==> config.mk <==
export PLATFORM = sky130hd
export DESIGN_NAME = xoseram_io_ring
export DESIGN_NICKNAME = d
export VERILOG_FILES = /design/src/rtl/xoseram_io_ring_pkg.sv /design/src/rtl/xoseram_io_ring_ddr_out.sv /design/src/rtl/xoseram_io_ring.sv
export SDC_FILE = /design/constraint.sdc
export NUM_CORES = 1
export LEC_CHECK = 0
export BUFFER_PORTS_ARGS = -buffer_cell sky130_fd_sc_hd__buf_2
export CAP_MARGIN = 20
export CORE_UTILIZATION = 38
export DETAILED_ROUTE_END_ITERATION = 8
export PLACE_DENSITY = 0.83
export SETUP_SLACK_MARGIN = 0.4
export SLEW_MARGIN = 20
export SYNTH_ARGS = -nofsm -noshare
export SYNTH_HDL_FRONTEND = slang
export SYNTH_SLANG_ARGS = --single-unit
==> constraint.sdc <==
create_clock -name clk -period 2.1 [get_ports clk]
set_input_delay 0.315 -clock clk [delete_from_list [all_inputs] [get_ports clk]]
set_output_delay 0.315 -clock clk [all_outputs]
set_load 0.02 [all_outputs]
==> src/rtl/xoseram_io_ring_pkg.sv <==
// Shared constants and types for the XoseRAM pad ring.
// Package name is xv; imported by the ring top.
package xv;

  // Bus pad polarities
  localparam logic CS_ENABLED = 1'b0;
  localparam logic RnW_READ   = 1'b1;

  // PLL configuration carried alongside the ring for the board build
  localparam logic [3:0] PLL_DIVR = 4'd0;
  localparam logic [6:0] PLL_DIVF = 7'd66;
  localparam logic [2:0] PLL_DIVQ = 3'd5;

  localparam int VID_BITS = 4;

  // Video pin bundle, MSB-first order {de,vs,hs,r,g,b}
  typedef struct packed {
    logic                de;
    logic                vs;
    logic                hs;
    logic [VID_BITS-1:0] r;
    logic [VID_BITS-1:0] g;
    logic [VID_BITS-1:0] b;
  } vid_pins_t;

endpackage

==> src/rtl/xoseram_io_ring_ddr_out.sv <==
// Generic two-edge output flop: d_rise_i shows during the high phase of clk,
// d_fall_i during the low phase. Both halves clear on reset_n.
module xoseram_ddr_out (
  input  logic clk,
  input  logic reset_n,
  input  logic d_rise_i,
  input  logic d_fall_i,
  output logic q_o
);

  logic r_rise;
  logic r_fall;

  // Rising-edge half
  always_ff @(posedge clk or negedge reset_n) begin
    if (!reset_n) r_rise <= 1'b0;
    else          r_rise <= d_rise_i;
  end

  // Falling-edge half
  always_ff @(negedge clk or negedge reset_n) begin
    if (!reset_n) r_fall <= 1'b0;
    else          r_fall <= d_fall_i;
  end

  // Pad mux selects the half captured on the edge that opened this phase
  assign q_o = clk ? r_rise : r_fall;

endmodule

==> src/rtl/xoseram_io_ring.sv <==
// XoseRAM pad ring: registered m68k bus, video and IRQ pads, DDR pixel clock,
// PLL-lock-derived core reset, warm-boot latch.
// Optional feature macro: XOSERA_WARMBOOT_EN (warm-boot registers present when defined).
module xoseram_io_ring
  import xv::*;
#(
  parameter int DATA_W   = 8,
  parameter int VID_W    = VID_BITS,
  parameter int REGNUM_W = 4
) (
  input  logic                clk,
  input  logic                reset_n,
  input  logic                pll_lock_i,
  input  logic                bus_cs_n_i,
  input  logic                bus_rd_nwr_i,
  input  logic                bus_bytesel_i,
  input  logic [REGNUM_W-1:0] bus_reg_num_i,
  input  logic [DATA_W-1:0]   bus_data_pad_i,
  output logic [DATA_W-1:0]   bus_data_pad_o,
  output logic                bus_data_oe_o,
  output logic                core_cs_n_o,
  output logic                core_rd_nwr_o,
  output logic                core_bytesel_o,
  output logic [REGNUM_W-1:0] core_reg_num_o,
  output logic [DATA_W-1:0]   core_data_o,
  input  logic [DATA_W-1:0]   core_data_i,
  input  logic [VID_W-1:0]    vid_r_i,
  input  logic [VID_W-1:0]    vid_g_i,
  input  logic [VID_W-1:0]    vid_b_i,
  input  logic                vid_hs_i,
  input  logic                vid_vs_i,
  input  logic                vid_de_i,
  output logic [VID_W-1:0]    dv_r_o,
  output logic [VID_W-1:0]    dv_g_o,
  output logic [VID_W-1:0]    dv_b_o,
  output logic                dv_hs_o,
  output logic                dv_vs_o,
  output logic                dv_de_o,
  output logic                dv_idck_o,
  input  logic                bus_intr_i,
  output logic                bus_irq_n_o,
  input  logic                reconfig_i,
  input  logic [1:0]          boot_select_i,
  output logic                warmboot_o,
  output logic [1:0]          boot_sel_o,
  output logic                core_reset_o
);

  logic                r_cs_n;
  logic                r_rd_nwr;
  logic                r_bytesel;
  logic [REGNUM_W-1:0] r_reg_num;
  logic [DATA_W-1:0]   r_data;
  vid_pins_t           r_vid;
  logic                r_irq_n;
  logic                r_core_reset;

  // Bus pad input registers; cs_n/rd_nwr idle deselected so oe drops in reset
  always_ff @(posedge clk or negedge reset_n) begin
    if (!reset_n) begin
      r_cs_n    <= ~CS_ENABLED;
      r_rd_nwr  <= RnW_READ;
      r_bytesel <= 1'b0;
      r_reg_num <= '0;
      r_data    <= '0;
    end else begin
      r_cs_n    <= bus_cs_n_i;
      r_rd_nwr  <= bus_rd_nwr_i;
      r_bytesel <= bus_bytesel_i;
      r_reg_num <= bus_reg_num_i;
      r_data    <= bus_data_pad_i;
    end
  end

  assign core_cs_n_o    = r_cs_n;
  assign core_rd_nwr_o  = r_rd_nwr;
  assign core_bytesel_o = r_bytesel;
  assign core_reg_num_o = r_reg_num;
  assign core_data_o    = r_data;

  // Drive the pad only for a selected read, judged from the registered copies
  assign bus_data_oe_o  = (r_cs_n == CS_ENABLED) && (r_rd_nwr == RnW_READ);
  assign bus_data_pad_o = core_data_i;

  // Video, IRQ and core-reset output registers
  always_ff @(posedge clk or negedge reset_n) begin
    if (!reset_n) begin
      r_vid        <= '0;
      r_irq_n      <= 1'b0;
      r_core_reset <= 1'b1;
    end else begin
      r_vid        <= '{de: vid_de_i, vs: vid_vs_i, hs: vid_hs_i,
                        r: vid_r_i, g: vid_g_i, b: vid_b_i};
      r_irq_n      <= bus_intr_i;
      r_core_reset <= !pll_lock_i;
    end
  end

  assign dv_r_o       = r_vid.r;
  assign dv_g_o       = r_vid.g;
  assign dv_b_o       = r_vid.b;
  assign dv_hs_o      = r_vid.hs;
  assign dv_vs_o      = r_vid.vs;
  assign dv_de_o      = r_vid.de;
  assign bus_irq_n_o  = r_irq_n;
  assign core_reset_o = r_core_reset;

  // Pixel clock pad is the inverse of clk, launched from both edges
  xoseram_ddr_out u_idck (
    .clk      (clk),
    .reset_n  (reset_n),
    .d_rise_i (1'b0),
    .d_fall_i (1'b1),
    .q_o      (dv_idck_o)
  );

`ifdef XOSERA_WARMBOOT_EN
  logic       r_warmboot;
  logic [1:0] r_boot_sel;

  // Warm-boot request follows the core level, one cycle late
  always_ff @(posedge clk or negedge reset_n) begin
    if (!reset_n) begin
      r_warmboot <= 1'b0;
      r_boot_sel <= 2'b00;
    end else begin
      r_warmboot <= reconfig_i;
      r_boot_sel <= boot_select_i;
    end
  end

  assign warmboot_o = r_warmboot;
  assign boot_sel_o = r_boot_sel;
`else
  // Feature absent: requests are dropped
  logic w_unused_warmboot;
  assign w_unused_warmboot = ^{reconfig_i, boot_select_i};
  assign warmboot_o        = 1'b0;
  assign boot_sel_o        = 2'b00;
`endif

endmodule

After elaboration in Yosys (flattened, before gate mapping)
Index checks and enable logic that the tools add are counted.

operators by class
  reductions and logical operators = 2
  bitwise operators = 1
  mux-type cells = 1

operators by type and width
  cell                 number
  $logic_and A1 B1 Y1  1
  $logic_not A1 Y1     1
  $mux W1              1
  $not A1 Y1           1

word-level totals
  bits of input ports = 45
  register bits = 33

Longest topological paths before layout
  word-level depth = 2
  depth in mapped cells = 1
  mapped depth without buffers = 1

Cells and area by module
From an unflattened synthesis, not the netlist that was laid out.

second synthesis, totals
  cell total of the unflattened synthesis = 50
  area total of the unflattened synthesis = 977.2 um2

modules (own cells, without submodules)
  module           sequential area each (um2)  area each (um2)  instances  cells an instance
  xoseram_io_ring  804.5                       912.1            1          47
  xoseram_ddr_out  50.0                        65.1             1          3

==> flow_summary.json <==
{
  "drt-total-wl_mm": 2.77,
  "viasPerCell": 4.15,
  "start_util": 0.418,
  "dp_slack_ns": 0.105,
  "portBuffers": 67,
  "synth.most_common_cell": "dfrtp_1",
  "overflow": 0,
  "rsz0062_at_grt": "true",
  "drive_above_1_share": 0.546,
  "grt_use_met1": 0.186,
  "crit_fanout": 1,
  "syn2layout_area_growth_pct": 75.0,
  "worstSetupEndpointType": "output port",
  "place.gp.congestion": 0.655,
  "use_met3": 0.158,
  "async_reset_ff_frac": 1.00,
  "syn-cell-area_um2": 951,
  "worst_ep_required_time_ns": 1.78,
  "max_stage_delay_ns": 0.39,
  "row_count": 17,
  "die_w_um": 52.0,
  "grt_pass1_vias": 833,
  "hp-class": "input pin to async pin",
  "peakVddDrop_mv": 0.582,
  "cts_tree": "built",
  "vias": 747,
  "slew_viol_final": 0,
  "grtUsageTotal": 0.237,
  "crit_arrival_ns": 2.13,
  "synth_edf_count": 0,
  "hold_violations": 0,
  "synth_seq_area_share": 0.872,
  "synth.top_cells.by_area": "dfrtp_1 76%, buf_4 8.7%, dfstp_2 8.3%",
  "busiest_layer": "met2",
  "maxCapViolCount": 0,
  "seq_power_share": 0.506,
  "grt_max_degree": 33,
  "path_class": "flip-flop to output port",
  "violations": "setup timing",
  "internal_power_mw": 0.977,
  "io_pins": 90,
  "grt_pass1_wl_mm": 3.92,
  "antenna_cells": 0,
  "pwr-share-clk": 0.360,
  "synth.top_cells.by_count": "29 x dfrtp_1, 11 x buf_4, 3 x dfstp_2",
  "switching_share": 0.271,
  "p_sw_mw": 0.363,
  "first_pass_iters": 3,
  "slowest_stage": "dfrtn_1",
  "worstPathCellList": "nor2b_4 > buf_6",
  "cellPowerDensity_nw_per_um2": 805,
  "fillers": 137,
  "first_iter_violations": 6,
  "fp.dieH_um": 52.0,
  "yosysWarnings": 0,
  "setup_ws_ns": -0.344,
  "synth_top_area_share": 0.763,
  "nNetsFinal": 196,
  "synth.largest_area_cell": "dfrtp_1",
  "met2_usage": 0.393,
  "drc_errors": 0,
  "ys_ff_latch": 33,
  "drt.antenna.violating_nets": 0,
  "power.total_mw": 1.34,
  "antenna_found_initial": 0,
  "p_leak_nw": 0.869,
  "synth_flop_cell": "dfrtp_1",
  "setup_violations": 2,
  "clk_pin_slew_ns": 0.11,
  "dp_hpwl_mm": 1.25,
  "syn_inst": 49,
  "syn_area_per_cell_um2": 19.4,
  "start_kind": "flip-flop",
  "status": "complete, but fails checks",
  "die-area_um2": 2710,
  "yosysUniqueCellTypes": 7,
  "post_drt_wl_per_cell_um": 15.4,
  "coreArea_um2": 2280,
  "p_comb_frac": 0.134
}
[sequential cells by signal, summed over array words and instances (netlist names)]
register / cells
core_data_o: 8
core_reg_num_o: 4
dv_b_o: 4
dv_g_o: 4
dv_r_o: 4
bus_irq_n_o: 1
core_bytesel_o: 1
core_cs_n_o: 1
core_rd_nwr_o: 1
core_reset_o: 1
dv_de_o: 1
dv_hs_o: 1
dv_vs_o: 1
u_idck.r_fall: 1
[power groups by stage]
stage / clock, mW / sequential, mW / combinational, mW
3_3_place_gp: 0.0364 / 0.689 / 0.124
6_report: 0.482 / 0.679 / 0.179
2_1_floorplan: 0.0279 / 0.734 / 0.0348
4_1_cts: 0.491 / 0.678 / 0.173
3_5_place_dp: 0.0364 / 0.690 / 0.127
5_1_grt: 0.533 / 0.682 / 0.191
[kinds of logic after synthesis]
kind of cell / share of synthesized area
flops: 0.872
simple gates: 0.0290
other cells: 0.00790
buf+inv: 0.0908
[per-stage QoR]
stage                     instance area, um^2  cells  hold WS (ns)  TNS (ns)  utilization
after global routing                     1660    180         0.469    -0.387        0.731
final                                    1660    180         0.448    -0.344        0.731
after global placement                   1250    136         0.355         0        0.551
after CTS                                1660    180         0.442    -0.352        0.731
after detailed placement                 1250    136         0.371         0        0.551
after floorplan                           958     51        0.0194         0            -
[layout by cell type (no fill, tap or decap), drive strengths merged]
master	netlist	layout
inv	1	1
buf	11	68
dfstp	3	3
conb	2	4
clkinv	0	2
dlygate4sd3	0	33
dfrtn	1	1
dfrtp	29	29
clkbuf	0	9
nor2b	2	2
[cell type report]
class / count / area, um^2 / area share
clock inverter: 2 / 10.0 / 0.00602
clock buffer: 10 / 75.1 / 0.0451
tap: 28 / 35.0 / 0.0211
sequential: 33 / 830 / 0.498
inverter: 1 / 3.75 / 0.00226
timing repair buffer: 100 / 668 / 0.402
multi-input combinational: 6 / 42.5 / 0.0256
[worst max path at each step]
stage                             start        end  slack, ns  cells past startpoint
after floorplan           u_idck.r_fall  dv_idck_o       0.18                      1
after global placement    u_idck.r_fall  dv_idck_o       0.11                      2
after detailed placement  u_idck.r_fall  dv_idck_o       0.11                      2
after CTS                 u_idck.r_fall  dv_idck_o      -0.35                      2
after global routing      u_idck.r_fall  dv_idck_o      -0.39                      2
final                     u_idck.r_fall  dv_idck_o      -0.34                      2
[critical path: cells and delay by family (launching register included)]
kind,cells,cell delay (ns)
DFF,1,0.39
and+or+nand+nor,1,0.13
buffers and inverters,1,0.12
[per-layer routing]
layer,up-vias,share of wire
met5,-,0
met4,0,0.023
met3,9,0.15
met2,64,0.52
met1,341,0.31
li1,333,-
[what timing repair did]
item	CTS	global route
hold buffers	33	0
gates resized for setup	2	0
cloned	0	0
setup buffers	0	0
setup endpoints to repair	2	2
hold endpoints to repair	61	0
Note: power is estimated with default switching activity, not from simulation.
